`src/rtl/ram_port_arbiter.sv`:
```
// Shares one synchronous 1R1W RAM between NREQ requesters. Reads and writes have
// independent round-robin arbiters, and same-cycle read-after-write collisions are forwarded.

`ifndef ADDR_LEN
`define ADDR_LEN 8
`endif
`ifndef DATA_LEN
`define DATA_LEN 16
`endif

// Round-robin picker: grants the first requester at or above ptr, wrapping around.
module ram_rr_pick #(
  parameter int N  = 4,
  parameter int PW = $clog2(N)
) (
  input  logic [N-1:0]  req,
  input  logic [PW-1:0] ptr,
  output logic [N-1:0]  gnt,
  output logic [PW-1:0] idx,
  output logic          any,
  output logic [PW-1:0] ptr_nxt
);

  logic [PW-1:0] pos;

  // NOTE: every always_comb output gets a default first, so no path can infer a latch.
  always_comb begin
    gnt = '0;
    idx = '0;
    any = 1'b0;
    pos = '0;
    for (int k = 0; k < N; k++) begin
      pos = PW'((int'(ptr) + k) % N);
      if (!any && req[pos]) begin
        any      = 1'b1;
        idx      = pos;
        gnt[pos] = 1'b1;
      end
    end
  end

  // Pointer moves just past the winner; the caller only loads it when a grant happened.
  assign ptr_nxt = (idx == PW'(N - 1)) ? '0 : idx + PW'(1);

endmodule

module ram_port_arbiter #(
  parameter int NREQ            = 4,
  parameter int BRAM_ADDR_WIDTH = `ADDR_LEN,
  parameter int BRAM_DATA_WIDTH = `DATA_LEN
) (
  input  logic                            clk,
  input  logic                            reset_n,
  input  logic [NREQ-1:0]                 req_valid,
  input  logic [NREQ-1:0]                 req_we,
  input  logic [NREQ*BRAM_ADDR_WIDTH-1:0] req_addr,
  input  logic [NREQ*BRAM_DATA_WIDTH-1:0] req_wdata,
  output logic [NREQ-1:0]                 req_ready,
  output logic [NREQ-1:0]                 rsp_valid,
  output logic [BRAM_DATA_WIDTH-1:0]      rsp_data,
  output logic [BRAM_ADDR_WIDTH-1:0]      ram_raddr,
  input  logic [BRAM_DATA_WIDTH-1:0]      ram_rdata,
  output logic [BRAM_ADDR_WIDTH-1:0]      ram_waddr,
  output logic [BRAM_DATA_WIDTH-1:0]      ram_wdata,
  output logic                            ram_we
);

  localparam int AW = BRAM_ADDR_WIDTH;
  localparam int DW = BRAM_DATA_WIDTH;
  localparam int PW = $clog2(NREQ);

  logic [NREQ-1:0] rd_req, wr_req;
  logic [NREQ-1:0] rd_gnt, wr_gnt;
  logic [PW-1:0]   rd_ptr, wr_ptr;
  logic [PW-1:0]   rd_idx, wr_idx;
  logic [PW-1:0]   rd_ptr_nxt, wr_ptr_nxt;
  logic            rd_any, wr_any;
  logic            byp_hit;
  logic            byp_q;
  logic [DW-1:0]   byp_data_q;

  assign rd_req = req_valid & ~req_we;
  assign wr_req = req_valid &  req_we;

  ram_rr_pick #(.N(NREQ), .PW(PW)) u_rd_pick (
    .req     (rd_req),
    .ptr     (rd_ptr),
    .gnt     (rd_gnt),
    .idx     (rd_idx),
    .any     (rd_any),
    .ptr_nxt (rd_ptr_nxt)
  );

  ram_rr_pick #(.N(NREQ), .PW(PW)) u_wr_pick (
    .req     (wr_req),
    .ptr     (wr_ptr),
    .gnt     (wr_gnt),
    .idx     (wr_idx),
    .any     (wr_any),
    .ptr_nxt (wr_ptr_nxt)
  );

  assign req_ready = rd_gnt | wr_gnt;
  assign ram_we    = wr_any;

  // Idle ports are driven to zero rather than left on the last requester's bus.
  always_comb begin
    ram_raddr = '0;
    ram_waddr = '0;
    ram_wdata = '0;
    if (rd_any) begin
      ram_raddr = req_addr[int'(rd_idx)*AW +: AW];
    end
    if (wr_any) begin
      ram_waddr = req_addr[int'(wr_idx)*AW +: AW];
      ram_wdata = req_wdata[int'(wr_idx)*DW +: DW];
    end
  end

  // The RAM returns stale data on a same-cycle collision, so capture the write for forwarding.
  assign byp_hit = rd_any & wr_any & (ram_raddr == ram_waddr);

  // NOTE: sequential state uses non-blocking assignments so every register samples pre-edge values.
  always_ff @(posedge clk or negedge reset_n) begin
    if (!reset_n) begin
      rd_ptr     <= '0;
      wr_ptr     <= '0;
      rsp_valid  <= '0;
      byp_q      <= 1'b0;
      byp_data_q <= '0;
    end else begin
      if (rd_any) rd_ptr <= rd_ptr_nxt;
      if (wr_any) wr_ptr <= wr_ptr_nxt;
      rsp_valid <= rd_gnt;
      byp_q     <= byp_hit;
      if (byp_hit) byp_data_q <= ram_wdata;
    end
  end

  assign rsp_data = byp_q ? byp_data_q : ram_rdata;

endmodule

```
`config.mk`:
```
export PLATFORM = sky130hd
export DESIGN_NAME = ram_port_arbiter
export DESIGN_NICKNAME = d
export VERILOG_FILES = /design/src/rtl/ram_port_arbiter.sv
export SDC_FILE = /design/constraint.sdc
export NUM_CORES = 1
export LEC_CHECK = 0
export BUFFER_PORTS_ARGS = -buffer_cell sky130_fd_sc_hd__buf_2
export CAP_MARGIN = 10
export CORE_ASPECT_RATIO = 0.5
export CORE_MARGIN = 5
export CORE_UTILIZATION = 42
export DETAILED_ROUTE_END_ITERATION = 10
export GPL_TIMING_DRIVEN = 1
export PLACE_DENSITY = 0.84
export SLEW_MARGIN = 20
export SYNTH_ARGS = -nofsm -noshare
export SYNTH_HDL_FRONTEND = slang
export SYNTH_SLANG_ARGS = --single-unit
```
`constraint.sdc`:
```
create_clock -name clk -period 5.45 [get_ports clk]
set_input_delay 1.635 -clock clk [delete_from_list [all_inputs] [get_ports clk]]
set_output_delay 1.635 -clock clk [all_outputs]
set_load 0.02 [all_outputs]
```
==> results of run 1 <==
[Yosys cell counts (2+ instances only)]
library cell	count	area share
mux2i_1	49	0.15
a211oi_1	33	0.076
mux2_2	27	0.093
dfrtp_1	25	0.19
nor2b_1	21	0.040
and2_1	16	0.031
nand2_1	15	0.017
nor2_1	11	0.013
clkbuf_1	10	0.011
mux2_4	10	0.046
o21ai_0	9	0.014
ha_1	8	0.031
inv_1	7	0.0081
mux4_2	7	0.048
a31oi_1	6	0.011
buf_2	6	0.0092
nand3b_1	6	0.014
a221o_1	4	0.012
a222oi_1	4	0.012
a22o_1	4	0.011
nand3_1	4	0.0061
a211o_1	3	0.0081
a21oi_1	3	0.0046
buf_1	3	0.0034
nand4_1	3	0.0057
nor3_1	3	0.0046
o211ai_1	3	0.0069
or3_1	3	0.0057
xnor2_1	3	0.0081
xor2_1	3	0.0081
a21boi_0	2	0.0046
and3_1	2	0.0038
buf_6	2	0.0069
nand2b_1	2	0.0038
nor4bb_1	2	0.0061
o22a_1	2	0.0054
or2b_1	2	0.0046
[path summary, 6_finish.rpt]
| path | from | end | slack (ps) |
|---|---|---|---|
| hold reg to reg | byp_data_q[3]$_DFFE_PN0P_ | byp_data_q[3]$_DFFE_PN0P_ | 510 |
| min in group asynchronous | reset_n | byp_data_q[5]$_DFFE_PN0P_ | 1370 |
| setup / recovery | req_we[2] | ram_raddr[5] | -100 |
| hold / removal | byp_data_q[3]$_DFFE_PN0P_ | byp_data_q[3]$_DFFE_PN0P_ | 510 |
| setup reg to reg | rd_ptr[1]$_DFFE_PN0P_ | byp_data_q[4]$_DFFE_PN0P_ | 980 |
| max in group asynchronous | reset_n | byp_data_q[2]$_DFFE_PN0P_ | 3690 |
[kinds of logic after synthesis]
family,count (synthesis)
compound gates,81
xor+xnor,7
fa+ha+maj,8
buf+inv,29
flops,25
mux,94
simple gates,98
[power groups by stage]
| stage | registers, mW | logic (mW) | clock network [mW] |
|---|---|---|---|
| 2_1_floorplan | 0.283 | 1.32 | 0 |
| 3_3_place_gp | 0.278 | 1.94 | 0 |
| 3_5_place_dp | 0.278 | 1.98 | 0 |
| 4_1_cts | 0.276 | 2.15 | 0.167 |
| 5_1_grt | 0.284 | 2.55 | 0.177 |
| 6_report | 0.278 | 2.42 | 0.163 |
[worst register-to-register path: stages (launching register included)]
cell	delay, ps
dfrtp_1	490
inv_1	140
ha_1	350
inv_1	160
mux4_2	580
mux2i_4	240
xnor2_4	280
mux4_2	560
buf_4	150
buf_4	120
buf_4	130
o211ai_2	90
nand4_2	160
nor4_4	340
buf_12	220
mux2_2	360
[repair_timing]
action | CTS | global route
resized for setup | 31 | 53
endpoints found under the hold margin | 0 | 0
pin swaps | 3 | 13
gates cloned | 1 | 1
setup endpoints to repair | 21 | 36
buffers inserted | 5 | 7
[registers in the layout (all words and copies together), names as in the netlist]
signal,cells
byp_data_q,16
rsp_valid,4
rd_ptr,2
wr_ptr,2
byp_q,1
[through the flow]
step / hold WS (ps) / instance area, µm²
global placement: 493.2 / 4752
detailed placement: 490.1 / 4752
global route: 533.3 / 5329
finish: 510.1 / 5329
floorplan: 475.0 / 3364
CTS: 511.0 / 5037
[layer usage]
| metal | GRT usage | up-vias |
|---|---|---|
| met4 | 0.04628 | 0 |
| li1 | - | 1788 |
| met2 | 0.4184 | 192 |
| met3 | 0.03740 | 33 |
| met1 | 0.2772 | 1901 |
| met5 | 0 | - |
[layout make-up]
class,count,area share
multi-input cells,288,0.5344
repair buffers,243,0.3052
flip-flops and latches,25,0.1174
well taps,96,0.02254
clock buffers,4,0.01479
inverters,8,0.005635
[layout by cell type, fill, tap and decap left out, types with 9 or more instances in the layout]
master,synthesis,layout
mux2_4,10,11
buf_2,6,153
mux2_2,27,26
nand2_1,15,15
buf_4,0,66
buf_6,2,14
a211oi_2,1,24
mux2i_1,49,45
and2_1,16,9
dfrtp_1,25,25
nor2b_1,21,19
o21ai_0,9,9
==> run_results.csv, run 1 <==
group,metric,value,unit
critical_path,worstSetupStartpointType,"primary input",
layout,diodes,0,
floorplan,dieArea,9743,µm²
detailed_routing,drc,0,
pwr,ir_drop,0.0003164,V
critical_path,arrival,3920,ps
critical_path,cpPeakStageDelay,590,ps
clock_tree,cts.sinks,25,
synth,synth-seq-cells,25,
layout,area_growth_syn_to_layout,63.24,%
run_status,violations,"negative setup slack",
floorplan,core,7432,µm²
critical_path,crit_fanout,5,
synth,synth_fa_ha_area_frac,0.03066,
detailed_routing,routed_wl,13100,µm
synth,muxShareOfSynthArea,0.3446,
clock_tree,numCtsBuffers,3,
layout,drive_above_1_share,0.6109,
synth,yosysWarningCount,0,
place,gp_congestion,0.8909,
place,place_hpwl,8899,µm
floorplan,die_h,72.34,µm
timing,fin_tns_setup,-300.0,ps
place,place_ws,-118.5,ps
timing,finalClockSkew,2.181,ps
layout,stdcell_count,664,
synth,synth_xor_area_frac,0.02108,
detailed_routing,wl_met2,6718,µm
critical_path,endpoint_kind,"primary output",
pwr,switching_power,1.355,mW
timing,finalCritPeriodShare,1.019,
pwr,switching_share,0.4731,
synth,synth_top_family_by_area,"multiplexers",
synth,netlist_instances,342,
place,numPortBuffers,178,
timing,grt_setup_unrepaired,"true",
critical_path,path_buf_inv,2,
pwr,power_frac_seq,0.097,
layout,regArea,625.6,µm²
timing,slew_violations,0,
clock_tree,cts_root_buffer,"clkbuf_16",
detailed_routing,routedWlPerCell,19.73,µm
detailed_routing,first_pass_iters,7,
layout,nets,699,
pwr,pwr-share-comb,0.846,
timing,worst_pin_slew,751.9,ps
pwr,power,2.864,mW
detailed_routing,vias_per_cell,5.895,
detailed_routing,met1_length,5276,µm
synth,synth_flop_cell,"dfrtp_1",
detailed_routing,highest_layer,"met4",
floorplan,dieWidth,134.7,µm
synth,syn-num-nets,472,
critical_path,crit_cells,8,
critical_path,required,3820,ps
detailed_routing,wl_met3,808,µm
global_routing,grt_max_degree,27,
timing,setup_viol,6,
synth,synth_compound_area_frac,0.1928,
layout,multi_input_area,2848,µm²
critical_path,critPathKind,"primary input to primary output",
run,cap_violations,0,
timing,worst_slack,-103.6,ps
detailed_routing,dr.first_iter.drc_count,320,
global_routing,grt_pass1_wl,18140,µm
global_routing,grt_pass1_vias,3694,
timing,fmax,0.1801,GHz
timing,final_hold_viol_count,0,
synth,async_flop_share,1.000,
layout,fill_cells,521,
clock_tree,clk_latency,250,ps
clock_tree,path_clk_slew,60,ps
global_routing,antenna_found_initial,0,
synth,synth.distinct_cells,56,
floorplan,row_count,22,
timing,slew_headroom,0.4987,
synth,synth_edf_count,0,
floorplan,ios,179,
synth,yosys.area_share.simple,0.1790,
detailed_routing,drt.antenna.violating_nets,0,
place,placed_cells,646,
detailed_routing,vias,3914,
critical_path,critPathSlowestCell,"mux4_2",
clock_tree,clk_path_buf_depth,2,
clock_tree,cts_tree,"built",
run_status,status,"finished, violations left",
synth,yosysSeqAreaShare,0.1916,
pwr,internal-power,1.509,mW
synth,synth_area,3264,µm²
clock_tree,htree_levels,1,
pwr,power-per-cell-area,537.5,nW/µm²
critical_path,r2r_cells,15,
hold_path,min_path_cells,1,
hold_path,hold_class,"register to register",
pwr,leakage,2.503,nW
layout,utilization,0.7170,
timing,period_needed,5554,ps
clock_tree,ctsHoldBuffers,0,
floorplan,start_util,0.4392,
critical_path,crit_family,"multiplexers",
critical_path,worstPathCellList,"buf_6 > or2b_1 > mux4_2 > mux2i_4 > xnor2_4 > mux4_2 > and2_4 > buf_6",
synth,syn_area_per_cell,9.545,µm²
pwr,clkPwrFrac,0.057,
global_routing,grtUsageTotal,0.2249,
global_routing,grt-ovfl-total,0,
(Power assumes the default switching activity.)
==> inputs of run 2 (changes only) <==
--- a/config.mk
+++ b/config.mk
@@ -9,10 +9,10 @@
 export CAP_MARGIN = 10
 export CORE_ASPECT_RATIO = 0.5
 export CORE_MARGIN = 5
-export CORE_UTILIZATION = 42
+export CORE_UTILIZATION = 46
 export DETAILED_ROUTE_END_ITERATION = 10
 export GPL_TIMING_DRIVEN = 1
-export PLACE_DENSITY = 0.84
+export PLACE_DENSITY = 0.87
 export SLEW_MARGIN = 20
 export SYNTH_ARGS = -nofsm -noshare
 export SYNTH_HDL_FRONTEND = slang
==> constraint.sdc (replaced) <==
create_clock -name clk -period 6.2 [get_ports clk]
set_input_delay 1.86 -clock clk [delete_from_list [all_inputs] [get_ports clk]]
set_output_delay 1.86 -clock clk [all_outputs]
set_load 0.02 [all_outputs]
==> run 2 against run 1 <==
  * The flow now finishes without violations
  * Via count is 11% lower
  * Clock-buffer cell count down 1
  * Non-clock buffer count down 53
  * Critical endpoint unchanged
  * Sequential power fell by 5%
  * Core utilization fell by 6.3 points
==> run_results.csv, run 2 (synthesized netlist as in run 1, its figures left out) <==
group,metric,value,unit
timing,worst_pin_slew,720.3,ps
clock_tree,clk_latency,260,ps
detailed_routing,vias,3479,
clock_tree,cts_tree,"built",
timing,worst_slack,111.6,ps
critical_path,required,4340,ps
layout,utilization,0.6543,
global_routing,grtUsageTotal,0.2240,
clock_tree,post_cts_resized,0,
layout,largest_register_ffs,16,
floorplan,die_h,69.57,µm
floorplan,dieArea,8983,µm²
critical_path,critPathKind,"primary input to primary output",
detailed_routing,drc,0,
layout,drive_above_1_share,0.5049,
timing,slew_headroom,0.5198,
timing,period_needed,6088,ps
critical_path,arrival,4230,ps
global_routing,grt_pass1_wl,17040,µm
timing,setup_viol,0,
timing,finalCritPeriodShare,0.9820,
clock_tree,numCtsBuffers,3,
floorplan,row_count,21,
floorplan,start_util,0.4815,
run_status,status,"finished, final reports clean",
layout,nets,646,
place,place_hpwl,8641,µm
global_routing,grt_pass1_vias,3538,
layout,final_common_cell,"buf_2",
floorplan,ios,179,
layout,area_growth_syn_to_layout,35.88,%
layout,stdcell_count,607,
clock_tree,htree_levels,1,
place,gp_congestion,0.9168,
clock_tree,path_clk_slew,60,ps
layout,layout_common_cells,"buf_2 (178), mux2i_1 (49), mux2_2 (27), dfrtp_1 (25), a211oi_1 (23)",
clock_tree,clk_path_buf_depth,2,
place,place_ws,124.4,ps
timing,fmax,0.1642,GHz
detailed_routing,drt.antenna.violating_nets,0,
detailed_routing,vias_per_cell,5.731,
detailed_routing,dr.first_iter.drc_count,246,
clock_tree,ctsHoldBuffers,0,
detailed_routing,first_pass_iters,7,
timing,grt_setup_unrepaired,"false",
pwr,leakage,2.130,nW
run,cap_violations,0,
hold_path,hold_class,"register to register",
pwr,power-per-cell-area,433.8,nW/µm²
clock_tree,cts_root_buffer,"clkbuf_16",
layout,top_regs,"byp_data_q (16), rsp_valid (4)",
timing,finalClockSkew,6.400,ps
critical_path,endpoint_kind,"primary output",
layout,top_register,"byp_data_q",
global_routing,grt_max_degree,43,
place,placed_cells,603,
floorplan,core,6779,µm²
clock_tree,cts.sinks,25,
critical_path,crit_fanout,8,
detailed_routing,routedWlPerCell,17.54,µm
pwr,ir_drop,0.0002179,V
place,numPortBuffers,178,
critical_path,worstSetupStartpointType,"primary input",
timing,final_hold_viol_count,0,
timing,slew_violations,0,
clock_tree,postCtsSetupBuffers,0,
floorplan,dieWidth,129.1,µm
global_routing,grt-ovfl-total,0,
layout,diodes,0,
global_routing,antenna_found_initial,0,
detailed_routing,routed_wl,10650,µm
-- run 2: changes by cell type in the layout (fill, tap and decap cells not counted), moves of 4 or more --
cell / change
buf_6: -14
a211oi_2: -13
a211oi_1: +20
and2_1: +7
buf_4: -56
buf_12: -5
and2_4: -7
a211oi_4: -7
nor2_4: -4
mux2i_1: +4
buf_2: +25
-- run 2: area by class of cell --
cell class	count	area (µm²)
flip-flops and latches	25	625.6
repair buffers	190	1006
fillers	568	2344
well taps	92	115.1
clock inverters	1	5.005
clock buffers	3	75.07
multi-input cells	288	2579
inverters	8	30.03
-- run 2: worst paths after layout --
path	startpoint	slack, ps	endpoint	cells after the start
worst max-delay path	req_valid[3]	110	ram_raddr[5]	9
worst min-delay path	byp_data_q[0]$_DFFE_PN0P_	500	byp_data_q[0]$_DFFE_PN0P_	1
worst max register to register	rd_ptr[0]$_DFFE_PN0P_	1610	byp_data_q[2]$_DFFE_PN0P_	12
worst min register to register	byp_data_q[0]$_DFFE_PN0P_	500	byp_data_q[0]$_DFFE_PN0P_	1
max in group asynchronous	reset_n	4240	byp_data_q[12]$_DFFE_PN0P_	1
min in group asynchronous	reset_n	1590	byp_data_q[14]$_DFFE_PN0P_	1
-- run 2: routing by layer --
metal | wire length [µm] | up-vias | GRT usage
li1 | - | 1678 | -
met1 | 4435 | 1679 | 0.2679
met2 | 5452 | 110 | 0.4243
met3 | 618 | 12 | 0.03231
met4 | 140 | 0 | 0.04191
met5 | 0 | - | 0
-- run 2: through the flow --
step | total power, mW | hold slack (ps) | cell area (µm²) | setup TNS, ps
final | 1.924 | 504.9 | 4436 | 0
after global placement | 1.749 | 487.9 | 4355 | 0
after global routing | 2.061 | 523.4 | 4436 | 0
after CTS | 1.929 | 505.6 | 4436 | 0
after floorplan | 1.373 | 475.0 | 3314 | -70.73
after detailed placement | 1.783 | 490.8 | 4355 | 0
-- run 2: worst max-delay path, cell delays in order --
cell,delay [ps]
buf_2,120
or2b_1,260
mux4_2,530
mux2i_4,230
xnor2_2,140
buf_4,200
mux4_2,540
and2_1,190
buf_2,160
-- run 2: where the power goes --
| part | total (mW) | internal (mW) | switching, mW |
|---|---|---|---|
| Sequential | 0.264 | 0.208 | 0.0551 |
| Combinational | 1.52 | 0.653 | 0.868 |
| Clock | 0.140 | 0.0867 | 0.0528 |
| Total | 1.92 | 0.948 | 0.976 |
==> inputs of run 3 (changes only) <==
--- a/config.mk
+++ b/config.mk
@@ -5,14 +5,16 @@
 export SDC_FILE = /design/constraint.sdc
 export NUM_CORES = 1
 export LEC_CHECK = 0
+export ABC_CLOCK_PERIOD_IN_PS = 6200
 export BUFFER_PORTS_ARGS = -buffer_cell sky130_fd_sc_hd__buf_2
 export CAP_MARGIN = 10
 export CORE_ASPECT_RATIO = 0.5
 export CORE_MARGIN = 5
-export CORE_UTILIZATION = 46
+export CORE_UTILIZATION = 47
+export CTS_BUF_LIST = sky130_fd_sc_hd__clkbuf_8
 export DETAILED_ROUTE_END_ITERATION = 10
 export GPL_TIMING_DRIVEN = 1
-export PLACE_DENSITY = 0.87
+export PLACE_DENSITY = 0.89
 export SLEW_MARGIN = 20
 export SYNTH_ARGS = -nofsm -noshare
 export SYNTH_HDL_FRONTEND = slang
==> run 3 against run 2 <==
  * Worst hold slack gained 7.3 ps
  * Power decreased by 1.9%
  * Critical path depth did not move
  * Non-clock buffer count rose by 2
  * First-iteration DRC count grew 9.3%
  * Sequential power about the same
  * Cell count up 0.33%
  * Register-to-register slack improved by 40 ps
  * Routed wire length decreased by 0.23%
  * Critical endpoint unchanged
  * Largest cell class unchanged
  * Highest routed layer unchanged
==> run_results.csv, run 3 (synthesized netlist as in run 1, its figures left out) <==
group,metric,value,unit
clock_tree,ctsHoldBuffers,0,
layout,area_growth_syn_to_layout,35.26,%
critical_path,critPathKind,"primary input to primary output",
critical_path,required,4340,ps
critical_path,crit_family,"multiplexers",
global_routing,grt_pass1_wl,16060,µm
clock_tree,clk_path_buf_depth,2,
detailed_routing,routed_wl,10620,µm
global_routing,grtUsageTotal,0.2232,
clock_tree,postCtsSetupBuffers,0,
critical_path,worstSetupStartpointType,"primary input",
place,place_hpwl,8633,µm
global_routing,grt-ovfl-total,0,
critical_path,endpoint_kind,"primary output",
timing,slew_headroom,0.4604,
clock_tree,post_cts_resized,0,
clock_tree,clk_latency,260,ps
layout,largest_register_ffs,16,
timing,finalCritPeriodShare,0.9828,
floorplan,start_util,0.4853,
critical_path,path_buf_inv,3,
clock_tree,cts_root_buffer,"clkbuf_8",
timing,worst_slack,106.7,ps
clock_tree,path_clk_slew,80,ps
timing,fin_tns_setup,0,ps
layout,drive_above_1_share,0.5048,
layout,diodes,0,
layout,fill_cells,581,
critical_path,cpPeakStageDelay,550,ps
critical_path,arrival,4230,ps
layout,regArea,625.6,µm²
place,place_ws,106.6,ps
pwr,leakage,2.126,nW
pwr,power-per-cell-area,427.4,nW/µm²
run,cap_violations,0,
critical_path,worstPathCellList,"buf_2 > or2b_1 > mux4_2 > mux2i_4 > xnor2_2 > buf_4 > mux4_2 > and2_1 > buf_2",
global_routing,antenna_found_initial,0,
detailed_routing,vias_per_cell,5.722,
layout,nets,648,
clock_tree,cts.sinks,25,
timing,period_needed,6093,ps
place,numPortBuffers,178,
global_routing,grt_max_degree,59,
floorplan,dieWidth,127.9,µm
detailed_routing,routedWlPerCell,17.44,µm
layout,multi_input_area,2579,µm²
critical_path,critPathSlowestCell,"mux4_2",
detailed_routing,dr.first_iter.drc_count,269,
global_routing,grt_pass1_vias,3404,
floorplan,die_h,68.93,µm
critical_path,crit_fanout,8,
layout,final_common_cell,"buf_2",
timing,grt_setup_unrepaired,"false",
floorplan,ios,179,
pwr,power,1.887,mW
timing,final_hold_viol_count,0,
timing,setup_viol,0,
floorplan,row_count,21,
floorplan,dieArea,8813,µm²
detailed_routing,drc,0,
timing,worst_pin_slew,809.4,ps
clock_tree,htree_levels,1,
layout,top_register,"byp_data_q",
layout,layout_common_cells,"buf_2 (178), mux2i_1 (49), mux2_2 (27), dfrtp_1 (25), a211oi_1 (23)",
detailed_routing,drt.antenna.violating_nets,0,
timing,fmax,0.1641,GHz
timing,slew_violations,0,
detailed_routing,first_pass_iters,5,
run_status,status,"finished, final reports clean",
detailed_routing,vias,3485,
layout,top_regs,"byp_data_q (16), rsp_valid (4)",
floorplan,core,6726,µm²
place,gp_congestion,0.9570,
timing,finalClockSkew,2.757,ps
clock_tree,cts_tree,"built",
hold_path,hold_class,"register to register",
pwr,ir_drop,0.0002058,V
clock_tree,numCtsBuffers,3,
==> run 3: layer usage <==
layer | wire [µm] | part of all wire | global-route usage
met1 | 4330 | 0.41 | 0.2726
met2 | 5479 | 0.52 | 0.4238
met3 | 674 | 0.063 | 0.03538
met4 | 138 | 0.013 | 0.04762
met5 | 0 | 0 | 0
==> run 3: path summary, 6_finish.rpt <==
path	startpoint	endpoint	slack (ps)	depth (start not counted)
worst max-delay path	req_valid[2]	ram_raddr[5]	110	9
worst min-delay path	byp_data_q[13]$_DFFE_PN0P_	byp_data_q[13]$_DFFE_PN0P_	510	1
worst max register to register	rd_ptr[0]$_DFFE_PN0P_	byp_data_q[2]$_DFFE_PN0P_	1650	13
worst min register to register	byp_data_q[13]$_DFFE_PN0P_	byp_data_q[13]$_DFFE_PN0P_	510	1
max in group asynchronous	reset_n	byp_data_q[14]$_DFFE_PN0P_	4250	1
min in group asynchronous	reset_n	byp_data_q[6]$_DFFE_PN0P_	1580	1
==> run 3: cell type report <==
cell class	count	area share
Inverter	8	0.006801
Clock inverter	1	0.0008501
Clock buffer	3	0.009351
Tap cell	92	0.02607
Sequential cell	25	0.1417
Multi-Input combinational cell	288	0.5840
Timing Repair Buffer	192	0.2312
==> run 3: where the power goes <==
group | leakage [nW] | switching (mW) | internal, mW | total [mW]
registers | 0.332 | 0.0580 | 0.208 | 0.266
clock network | 0.0269 | 0.0497 | 0.0443 | 0.0940
logic | 1.77 | 0.870 | 0.658 | 1.53
==> run 3: stage by stage <==
stage | cell area, µm² | util | instances | hold slack, ps
global placement | 4370 | 0.6497 | 605 | 485.2
finish | 4415 | 0.6564 | 609 | 512.3
detailed placement | 4370 | 0.6497 | 605 | 489.0
floorplan | 3314 | - | 342 | 475.0
global route | 4415 | 0.6564 | 609 | 525.7
CTS | 4415 | 0.6564 | 609 | 514.4
==> run 3: worst register-to-register path: stages (launching register included) <==
cell and delay (ps):
dfrtp_1 600, inv_1 240, ha_1 400, inv_1 150, mux4_2 580, mux2i_4 230
xnor2_2 140, buf_4 200, mux2i_1 270, xor2_1 110, or4_1 570, nor4_4 220
buf_4 320, mux2_2 390
